$ cat config.mk
export PLATFORM = sky130hd
export DESIGN_NAME = piradip_fifo_axis_reader_flat
export DESIGN_NICKNAME = d
export VERILOG_FILES = /design/src/rtl/piradip_fifo_axis_reader_if.sv /design/src/rtl/piradip_fifo_axis_reader.sv /design/src/flat_wrapper.sv
export SDC_FILE = /design/constraint.sdc
export NUM_CORES = 1
export LEC_CHECK = 0
export BUFFER_PORTS_ARGS = -buffer_cell sky130_fd_sc_hd__buf_4
export CAP_MARGIN = 20
export CELL_PAD_IN_SITES_DETAIL_PLACEMENT = 2
export CELL_PAD_IN_SITES_GLOBAL_PLACEMENT = 2
export CORE_ASPECT_RATIO = 0.9
export CORE_UTILIZATION = 30
export CTS_CLUSTER_SIZE = 20
export DETAILED_ROUTE_END_ITERATION = 8
export GPL_TIMING_DRIVEN = 0
export PLACE_DENSITY_LB_ADDON = 0.12
export SYNTH_ARGS = -nofsm -noshare
export SYNTH_HDL_FRONTEND = slang
export SYNTH_SLANG_ARGS = --single-unit
$ cat constraint.sdc
create_clock -name clk -period 5.49 [get_ports clk]
set_input_delay 1.3725 -clock clk [delete_from_list [all_inputs] [get_ports clk]]
set_output_delay 1.3725 -clock clk [all_outputs]
set_load 0.02 [all_outputs]
$ cat src/rtl/piradip_fifo_axis_reader_if.sv
// AXI4-Stream bundle used between the FIFO reader and its downstream consumer.
// The master drives data, valid and last; the slave returns ready.
interface piradip_fifo_axis_reader_if #(
  parameter int unsigned WIDTH = 32
) ();

  logic [WIDTH-1:0] tdata;
  logic             tvalid;
  logic             tready;
  logic             tlast;

  modport master (
    output tdata,
    output tvalid,
    output tlast,
    input  tready
  );

  modport slave (
    input  tdata,
    input  tvalid,
    input  tlast,
    output tready
  );

endinterface

$ cat src/rtl/piradip_fifo_axis_reader.sv
// Read-side adapter for a fixed-latency synchronous FIFO: issues reads, absorbs the read latency
// in a small circular prefetch buffer and presents the data as an AXI4-Stream master.
module piradip_fifo_axis_reader #(
  parameter int unsigned WIDTH        = 32,
  parameter int unsigned READ_LATENCY = 1,
  parameter int unsigned BUF_DEPTH    = 3,
  parameter int unsigned PACKET_LEN   = 0
) (
  input  logic                           clk,
  input  logic                           rstn,
  output logic                           fifo_re,
  input  logic [WIDTH-1:0]               fifo_dout,
  input  logic                           fifo_empty,
  input  logic                           fifo_rd_rst_busy,
  piradip_fifo_axis_reader_if.master     m_axis,
  output logic [$clog2(BUF_DEPTH+1)-1:0] buf_count
);

  localparam int unsigned CntW  = $clog2(BUF_DEPTH + 1);
  localparam int unsigned PtrW  = (BUF_DEPTH > 1) ? $clog2(BUF_DEPTH) : 1;
  localparam int unsigned InfW  = $clog2(READ_LATENCY + 1);
  localparam int unsigned BeatW = (PACKET_LEN > 1) ? $clog2(PACKET_LEN) : 1;

  localparam logic [PtrW-1:0]  LastPtr  = PtrW'(BUF_DEPTH - 1);
  localparam logic [BeatW-1:0] LastBeat = BeatW'((PACKET_LEN > 0) ? PACKET_LEN - 1 : 0);

  logic                    r_rst_done;
  logic [READ_LATENCY-1:0] r_valid_sr;
  logic [InfW-1:0]         r_inflight;
  logic [WIDTH-1:0]        r_mem [BUF_DEPTH];
  logic [PtrW-1:0]         r_wptr;
  logic [PtrW-1:0]         r_rptr;
  logic [CntW-1:0]         r_count;
  logic [BeatW-1:0]        r_beat;

  logic        w_capture;
  logic        w_pop;
  logic        w_tvalid;
  logic [31:0] w_occupancy;

  function automatic logic [PtrW-1:0] f_ptr_inc(input logic [PtrW-1:0] p);
    return (p == LastPtr) ? '0 : p + 1'b1;
  endfunction

  // Reads are only issued from registered state and FIFO flags, never from tready.
  assign w_occupancy = 32'(r_count) + 32'(r_inflight);
  assign fifo_re     = r_rst_done && !fifo_empty && !fifo_rd_rst_busy &&
                       (w_occupancy < BUF_DEPTH);

  assign w_capture = r_valid_sr[READ_LATENCY-1];
  assign w_tvalid  = (r_count != '0);
  assign w_pop     = w_tvalid && m_axis.tready;

  assign m_axis.tvalid = w_tvalid;
  assign m_axis.tdata  = w_tvalid ? r_mem[r_rptr] : '0;
  assign m_axis.tlast  = (PACKET_LEN > 0) && (r_beat == LastBeat) && w_tvalid;
  assign buf_count     = r_count;

  // Holds off reads for the first cycle after reset release.
  always_ff @(posedge clk or negedge rstn) begin
    if (!rstn) begin
      r_rst_done <= 1'b0;
    end else begin
      r_rst_done <= 1'b1;
    end
  end

  always_ff @(posedge clk or negedge rstn) begin
    if (!rstn) begin
      r_valid_sr <= '0;
      r_inflight <= '0;
    end else begin
      r_valid_sr <= (r_valid_sr << 1) | READ_LATENCY'(fifo_re);
      case ({fifo_re, w_capture})
        2'b10:   r_inflight <= r_inflight + 1'b1;
        2'b01:   r_inflight <= r_inflight - 1'b1;
        default: r_inflight <= r_inflight;
      endcase
    end
  end

  always_ff @(posedge clk) begin
    if (w_capture) begin
      r_mem[r_wptr] <= fifo_dout;
    end
  end

  always_ff @(posedge clk or negedge rstn) begin
    if (!rstn) begin
      r_wptr  <= '0;
      r_rptr  <= '0;
      r_count <= '0;
    end else begin
      if (w_capture) begin
        r_wptr <= f_ptr_inc(r_wptr);
      end
      if (w_pop) begin
        r_rptr <= f_ptr_inc(r_rptr);
      end
      case ({w_capture, w_pop})
        2'b10:   r_count <= r_count + 1'b1;
        2'b01:   r_count <= r_count - 1'b1;
        default: r_count <= r_count;
      endcase
    end
  end

  always_ff @(posedge clk or negedge rstn) begin
    if (!rstn) begin
      r_beat <= '0;
    end else if (w_pop) begin
      r_beat <= (r_beat == LastBeat) ? '0 : r_beat + 1'b1;
    end
  end

  a_no_overflow: assert property (@(posedge clk) disable iff (!rstn)
    w_occupancy <= BUF_DEPTH);

  a_axis_stable: assert property (@(posedge clk) disable iff (!rstn)
    (w_tvalid && !m_axis.tready) |=>
      (w_tvalid && $stable(m_axis.tdata) && $stable(m_axis.tlast)));

endmodule

$ cat src/flat_wrapper.sv
// flat-port wrapper written by rule: the top's interface ports become plain ports
module piradip_fifo_axis_reader_flat 
#(
  parameter int unsigned WIDTH        = 32,
  parameter int unsigned READ_LATENCY = 1,
  parameter int unsigned BUF_DEPTH    = 3,
  parameter int unsigned PACKET_LEN   = 0
)
  (clk, rstn, fifo_re, fifo_dout, fifo_empty, fifo_rd_rst_busy, buf_count, m_axis_tdata, m_axis_tvalid, m_axis_tlast, m_axis_tready);
  piradip_fifo_axis_reader_if #(.WIDTH(WIDTH)) m_axis_i ();
  input  logic clk;
  input  logic rstn;
  output logic fifo_re;
  input  logic [WIDTH-1:0] fifo_dout;
  input  logic fifo_empty;
  input  logic fifo_rd_rst_busy;
  output logic [$clog2(BUF_DEPTH+1)-1:0] buf_count;
  output wire logic [$bits(m_axis_i.tdata)-1:0] m_axis_tdata;
  output wire logic [$bits(m_axis_i.tvalid)-1:0] m_axis_tvalid;
  output wire logic [$bits(m_axis_i.tlast)-1:0] m_axis_tlast;
  input wire logic [$bits(m_axis_i.tready)-1:0] m_axis_tready;
  assign m_axis_tdata = m_axis_i.tdata;
  assign m_axis_tvalid = m_axis_i.tvalid;
  assign m_axis_tlast = m_axis_i.tlast;
  assign m_axis_i.tready = m_axis_tready;
  piradip_fifo_axis_reader #(.WIDTH(WIDTH), .READ_LATENCY(READ_LATENCY), .BUF_DEPTH(BUF_DEPTH), .PACKET_LEN(PACKET_LEN)) u_core (.clk(clk), .rstn(rstn), .fifo_re(fifo_re), .fifo_dout(fifo_dout), .fifo_empty(fifo_empty), .fifo_rd_rst_busy(fifo_rd_rst_busy), .m_axis(m_axis_i), .buf_count(buf_count));
endmodule
==> impl_results.md, run 1 <==
* # fillers at 1,328
* Vias/cell at 4.55
* Area added between synthesis and finish at 27.0%
* Global route overflow at 0
* Via count at 2,287
* Synth warn at 0
* Setup bufs post-CTS at 0
* Hold crit path type: flop to flop
* Core footprint at 0.0135 mm²
* Root buffer cell: clkbuf_16
* DIE HEIGHT at 114 µm
* Final hold slack at 0.569 ns
* Final period util at 0.671
* Fmax at 0.271 GHz
* Lkg Pwr at 1.98 nW
* Post-layout util at 0.394
* Slew @ Worst Pin at 0.911 ns
* Detailed-router iteration count before antenna repair at 4
* Syn nets at 282
* DRC viols at 0
* Std-Cell Rows at 40
* Worst Path Required at 4.12 ns
* Initial core utilization at 0.310
* Antenna violations before repair at 0
* Synthesized instance count at 242
* First-pass GRT wire length at 13,900 µm
* RSZ-0062 raised after global routing: no
* Dpl hpwl at 6230 µm
* Tmin final at 3.69 ns
* Post-Place Cells at 489
* Synth Register Bits at 105
* Cell Count, Final, Fillers Out at 503
* Worst Setup End Kind: output pin
* Antenna-violating nets left at 0
* Setup violations, final at 0
* Synth area leader: edfxtp_1
* Share of post-route cells with drive strength above 1 at 0.322
* Reg clk slew, reported paths at 0.06 ns
* Max Buffers Root-to-Sink at 2
* # hold bufs at CTS at 0
* Top fanout value on the critical path at 3
* Vias in the first global route at 2,530
* Setup WS post-layout at 1.81 ns
* Synth unique cells at 23
* Endpoints failing hold at 0
* CTS tree: built
* Worst Path Arrival at 2.31 ns
* VDD IR max at 0.203 mV
* Register area share after synthesis at 0.741
* PwrDens at 489 mW/mm²
* Most common cell after layout, fill and taps aside: edfxtp_1
* Nets at 372
* Yosys top cell area share at 0.688
* Average wire per standard cell at 17.8 µm
* Final Routed Wirelength at 8980 µm
* Max Slew Vio Count at 0
* H-tree Lvls at 3
* Slew margin rel. at 0.389
* Clk sinks at 105
* Final GP Congestion at 0.670
* Die W at 127 µm
* Total track usage at 0.135
* Clock latency at the later pin of the worst-skew pair at 0.35 ns
* CTS resizes at 0
* Largest cells by area after synthesis: edfxtp_1, mux2_1, mux2i_1
* Status: finished clean
* Post-Syn Area at 0.00419 mm²
* Top Ports at 74
* Syn Area/Cell at 17.3 µm²
* PortBufs at 72
* CP startpoint kind: input pin
* CTS Buf Count at 9
* WS Path Type: input pin to output pin
* Die area at 0.0144 mm²
* Commonest non-fill, non-tap cells in the layout: edfxtp_1, buf_4, nor2_1
* Clock skew at 0.00471 ns
* ANT cells at 0
* Largest net degree at the start of global routing at 18
* Max-cap violations at 0
* DRT iter0 DRCs at 109
* Place WS at 1.80 ns
## cell families after synthesis
kind of cell,Yosys count,synth area share
adder cells (fa/ha/maj),3,0.00896
multiplexers,64,0.162
buffers and inverters,15,0.0212
AO/OA/AOI/OAI,6,0.0116
AND/OR/NAND/NOR,42,0.0421
XOR/XNOR,5,0.0104
other,2,0.00179
flip-flops,105,0.741
## power breakdown
group | total [mW] | internal, mW | switching (mW)
Sequential | 0.991 | 0.952 | 0.0386
Clock | 0.570 | 0.300 | 0.270
Combinational | 1.04 | 0.448 | 0.591
Total | 2.60 | 1.70 | 0.900
## worst max-delay path, stage by stage
cell and delay, ns:
buf_4 0.11, or4b_4 0.52, a21oi_4 0.15, buf_4 0.16
## area by class of cell
| cell class | instances | area (µm²) | area share |
|---|---|---|---|
| sequential | 105 | 3110 | 0.584 |
| multi-input combinational | 122 | 1010 | 0.190 |
| timing repair buffer | 79 | 651 | 0.122 |
| clock buffer | 10 | 229 | 0.0430 |
| tap | 168 | 210 | 0.0395 |
| buffer | 12 | 77.6 | 0.0146 |
| clock inverter | 4 | 22.5 | 0.00423 |
| inverter | 3 | 11.3 | 0.00212 |
## stage by stage
step                      power (mW)  TNS (ns)  instance area [µm²]
after floorplan                 1.65         0                 4190
after global placement          2.05    -0.383                 4940
after detailed placement        2.08         0                 5070
after CTS                       2.66         0                 5320
after global routing            2.75         0                 5320
final                           2.60         0                 5320
## state kept, by name (all words and copies together) (netlist names)
register / flops
u_core.r_wptr: 2
u_core.r_rst_done: 1
u_core.r_rptr: 2
u_core.r_inflight: 1
u_core.r_valid_sr: 1
u_core.buf_count: 2
u_core.r_mem: 96
## worst paths after layout
| check | start | to | slack [ns] | depth (start not counted) |
|---|---|---|---|---|
| min reg2reg | u_core.buf_count[1] | u_core.buf_count[1] | 0.57 | 1 |
| max reg2reg | u_core.r_wptr[1] | u_core.r_mem[0][27] | 3.57 | 3 |
| min | u_core.buf_count[1] | u_core.buf_count[1] | 0.57 | 1 |
| max in group asynchronous | rstn | u_core.r_rptr[1] | 4.51 | 1 |
| max | fifo_empty | fifo_re | 1.81 | 4 |
| min in group asynchronous | rstn | u_core.r_inflight | 0.84 | 1 |
## metal layers
layer | global-route usage | vias up | routed length [µm]
li1 | - | 1070 | -
met1 | 0.159 | 1141 | 3820
met2 | 0.230 | 67 | 4430
met3 | 0.0467 | 9 | 586
met4 | 0.0506 | 0 | 134
met5 | 0 | - | 0
## synth_stat cells
| master | number |
|---|---|
| mux2_1 | 32 |
| clkbuf_1 | 3 |
| a21o_1 | 3 |
| dfrtp_1 | 9 |
| or4b_4 | 1 |
| edfxtp_1 | 96 |
| nor3b_1 | 1 |
| a21oi_4 | 1 |
| nand2_1 | 2 |
| inv_1 | 1 |
| o21ai_1 | 2 |
| inv_2 | 2 |
| mux2i_1 | 32 |
| nor3_1 | 2 |
| buf_2 | 5 |
| xor2_1 | 1 |
| buf_6 | 3 |
| nor2_1 | 35 |
| xnor2_1 | 4 |
| conb_1 | 2 |
| ha_1 | 3 |
| nand2b_1 | 1 |
| buf_4 | 1 |
(Power assumes the default switching activity.)
==> inputs of run 2 (changes only) <==
--- a/config.mk
+++ b/config.mk
@@ -5,6 +5,7 @@
 export SDC_FILE = /design/constraint.sdc
 export NUM_CORES = 1
 export LEC_CHECK = 0
+export ABC_AREA = 1
 export BUFFER_PORTS_ARGS = -buffer_cell sky130_fd_sc_hd__buf_4
 export CAP_MARGIN = 20
 export CELL_PAD_IN_SITES_DETAIL_PLACEMENT = 2
==> constraint.sdc (replaced) <==
create_clock -name clk -period 3.9 [get_ports clk]
set_input_delay 0.975 -clock clk [delete_from_list [all_inputs] [get_ports clk]]
set_output_delay 0.975 -clock clk [all_outputs]
set_load 0.02 [all_outputs]
==> impl_results.md, run 2 <==
* Area added between synthesis and finish at 25.0% (was 27.0%)
* Clock skew at 0.00530 ns (was 0.00471 ns)
* Antenna violations before repair at 0 (unchanged)
* Max Slew Vio Count at 0 (unchanged)
* Dpl hpwl at 6770 µm (was 6230 µm)
* Place WS at 1.34 ns (was 1.80 ns)
* Worst Setup End Kind: output pin (unchanged)
* Most common cell after layout, fill and taps aside: nand2_1 (was edfxtp_1)
* Int Pwr at 2.43 mW (was 1.70 mW)
* Post-synth ARST share at 0.0857 (unchanged)
* Worst Path Arrival at 1.70 ns (was 2.31 ns)
* Fmax at 0.374 GHz
* EDFF count, synth at 96 (unchanged)
* Synth unique cells at 20 (was 23)
* Final Routed Wirelength at 10,000 µm (was 8980 µm)
* Setup violations, final at 0 (unchanged)
* Synth warn at 0 (unchanged)
* Root buffer cell: clkbuf_16 (unchanged)
* Endpoints failing hold at 0 (unchanged)
* CTS tree: built (unchanged)
* # fillers at 1,505 (was 1,328)
* Top fanout value on the critical path at 5 (was 3)
* ANT cells at 0 (unchanged)
* Vias/cell at 4.40 (was 4.55)
* Top reg by flops: u_core.r_mem (unchanged)
* Part of the power in registers at 0.352 (was 0.381)
* Cell with the most instances after synthesis: nand2_1 (was edfxtp_1)
* Max-cap violations at 0 (unchanged)
* PortBufs at 72 (unchanged)
* Fin Setup TNS at 0 ns (unchanged)
* Synth Register Bits at 105 (unchanged)
* Global route overflow at 0 (unchanged)
* First-pass GRT wire length at 15,900 µm (was 13,900 µm)
* DRT iter0 DRCs at 85 (was 109)
* Slew @ Worst Pin at 0.834 ns (was 0.911 ns)
* Largest cells by area after synthesis: edfxtp_1, nand2_1, nand3_1 (was edfxtp_1, mux2_1, mux2i_1)
* Die W at 129 µm (was 127 µm)
* VDD IR max at 0.379 mV (was 0.203 mV)
* DRC viols at 0 (unchanged)
* Slew margin rel. at 0.443 (was 0.389)
* Syn Area/Cell at 11.9 µm² (was 17.3 µm²)
* Clk sinks at 105 (unchanged)
* Synthesized instance count at 369 (was 242)
* CP startpoint kind: flop (was input pin)
* # hold bufs at CTS at 0 (unchanged)
* Switching power share of the total at 0.386 (was 0.346)
* Status: finished clean (unchanged)
* Top Ports at 74 (unchanged)
* Final GP Congestion at 0.644 (was 0.670)
* Power share of the clock group at 0.202 (was 0.219)
* Largest net degree at the start of global routing at 33 (was 18)
* Share of post-route cells with drive strength above 1 at 0.279 (was 0.322)
* Synth area leader: edfxtp_1 (unchanged)
* Nets at 494 (was 372)
* WS Path Type: flop to output pin (was input pin to output pin)
* Multi-input gate area at 973 µm² (was 0.00101 mm²)
* Detailed-router iteration count before antenna repair at 4 (unchanged)
* Storage element area at 0.00311 mm² (unchanged)
* DIE HEIGHT at 117 µm (was 114 µm)
* Top cells by count, synth: nand2_1, edfxtp_1, nand3_1 (was edfxtp_1, nor2_1, mux2_1, mux2i_1, dfrtp_1)
* Die area at 0.0151 mm² (was 0.0144 mm²)
* Syn nets at 409 (was 282)
* Post-Syn Area at 0.00437 mm² (was 0.00419 mm²)
* Setup bufs post-CTS at 0 (unchanged)
* Lkg Pwr at 2.38 nW (was 1.98 nW)
* CTS resizes at 0 (unchanged)
* PwrDens at 725 mW/mm² (was 489 mW/mm²)
* Main synth FF type: edfxtp_1 (unchanged)
* H-tree Lvls at 3 (unchanged)
* Hold crit path type: input pin to async pin (was flop to flop)
* Via count at 2,866 (was 2,287)
* Initial core utilization at 0.310 (about the same)
* Final period util at 0.685
* Switching pwr at 1.53 mW (was 0.900 mW)
* CTS Buf Count at 9 (unchanged)
* Yosys top cell area share at 0.659 (was 0.688)
* Max Buffers Root-to-Sink at 2 (unchanged)
* Std-Cell Rows at 41 (was 40)
* Combinational share of power at 0.446 (was 0.400)
* Register area share after synthesis at 0.711 (was 0.741)
* Tmin final at 2.67 ns
* Antenna-violating nets left at 0 (unchanged)
* Max FFs per register at 96 (unchanged)
* RSZ-0062 raised after global routing: no (unchanged)
* Clock latency at the later pin of the worst-skew pair at 0.35 ns (about the same)
* Vias in the first global route at 3,101 (was 2,530)
* Reg clk slew, reported paths at 0.06 ns (about the same)
* Worst Path Required at 2.92 ns (was 4.12 ns)
* Core footprint at 0.0141 mm² (was 0.0135 mm²)
* Commonest non-fill, non-tap cells in the layout: nand2_1, edfxtp_1, buf_4 (was edfxtp_1, buf_4, nor2_1)
* Setup WS post-layout at 1.23 ns (was 1.81 ns)
* Total track usage at 0.147 (was 0.135)
* Average wire per standard cell at 15.4 µm (was 17.8 µm)
run 2: cell types whose count changed after synthesis, moves of 10 or more:
cell     previous run  this run
nand2_1             2       106
mux2i_1            32         0
inv_1               1        46
nand3_1             0        59
nand2_2             0        10
nor2_1             35         4
mux2_1             32         0
run 2: critical path, stage by stage, from the launching register on:
cell and delay (ns):
dfrtp_1 0.44, ha_1 0.22, ha_1 0.27, nand2_1 0.09, nand3_1 0.10, inv_1 0.10, buf_4 0.14
run 2: metal layers:
layer	vias to the layer above	track usage	routed length, µm
li1	1393	-	-
met1	1411	0.160	4050
met2	52	0.272	5400
met3	10	0.0472	487
met4	0	0.0471	100
met5	-	0	0
run 2: per-stage QoR:
step	util	hold slack (ns)	area (µm²)	total power, mW	cells
final	0.388	0.444	5470	3.96	652
after global routing	0.388	0.434	5470	4.25	652
after CTS	0.388	0.431	5470	4.06	652
after detailed placement	0.369	0.530	5210	3.25	636
after global placement	0.365	0.527	5160	3.18	634
after floorplan	-	0.510	4370	2.52	369
run 2: path summary, 6_finish.rpt:
path / slack, ns / startpoint / cells past startpoint / end
setup / recovery: 1.23 / u_core.buf_count[0] / 6 / fifo_re
hold / removal: 0.44 / rstn / 1 / u_core.r_rst_done
setup reg to reg: 2.26 / u_core.r_wptr[0] / 3 / u_core.r_mem[0][15]
hold reg to reg: 0.55 / u_core.buf_count[1] / 2 / u_core.buf_count[1]
max in group asynchronous: 3.31 / rstn / 1 / u_core.r_rptr[0]
min in group clk: 0.55 / u_core.buf_count[1] / 2 / u_core.buf_count[1]
run 2: power groups by stage:
stage | logic [mW] | registers, mW | clock network, mW
after floorplan | 1.10 | 1.42 | 0
after global placement | 1.77 | 1.42 | 0
after detailed placement | 1.82 | 1.42 | 0
after CTS | 1.83 | 1.40 | 0.828
after global routing | 1.97 | 1.41 | 0.868
final | 1.77 | 1.40 | 0.801
run 2: cells by family (layout without fill, tap and decap cells):
logic type / Yosys count / after routing / synth area share
AND/OR/NAND/NOR: 190 / 190 / 0.203
other: 2 / 2 / 0.00172
adder cells (fa/ha/maj): 3 / 3 / 0.00858
buffers and inverters: 65 / 155 / 0.0704
XOR/XNOR: 1 / 1 / 0.00200
AO/OA/AOI/OAI: 3 / 3 / 0.00400
flip-flops: 105 / 105 / 0.711
run 2: area by class of cell:
cell class | count | area share
Buffer | 18 | 0.0240
Clock buffer | 13 | 0.0439
Clock inverter | 3 | 0.00320
Inverter | 47 | 0.0323
Multi-Input combinational cell | 199 | 0.178
Sequential cell | 105 | 0.568
Tap cell | 193 | 0.0442
Timing Repair Buffer | 74 | 0.106
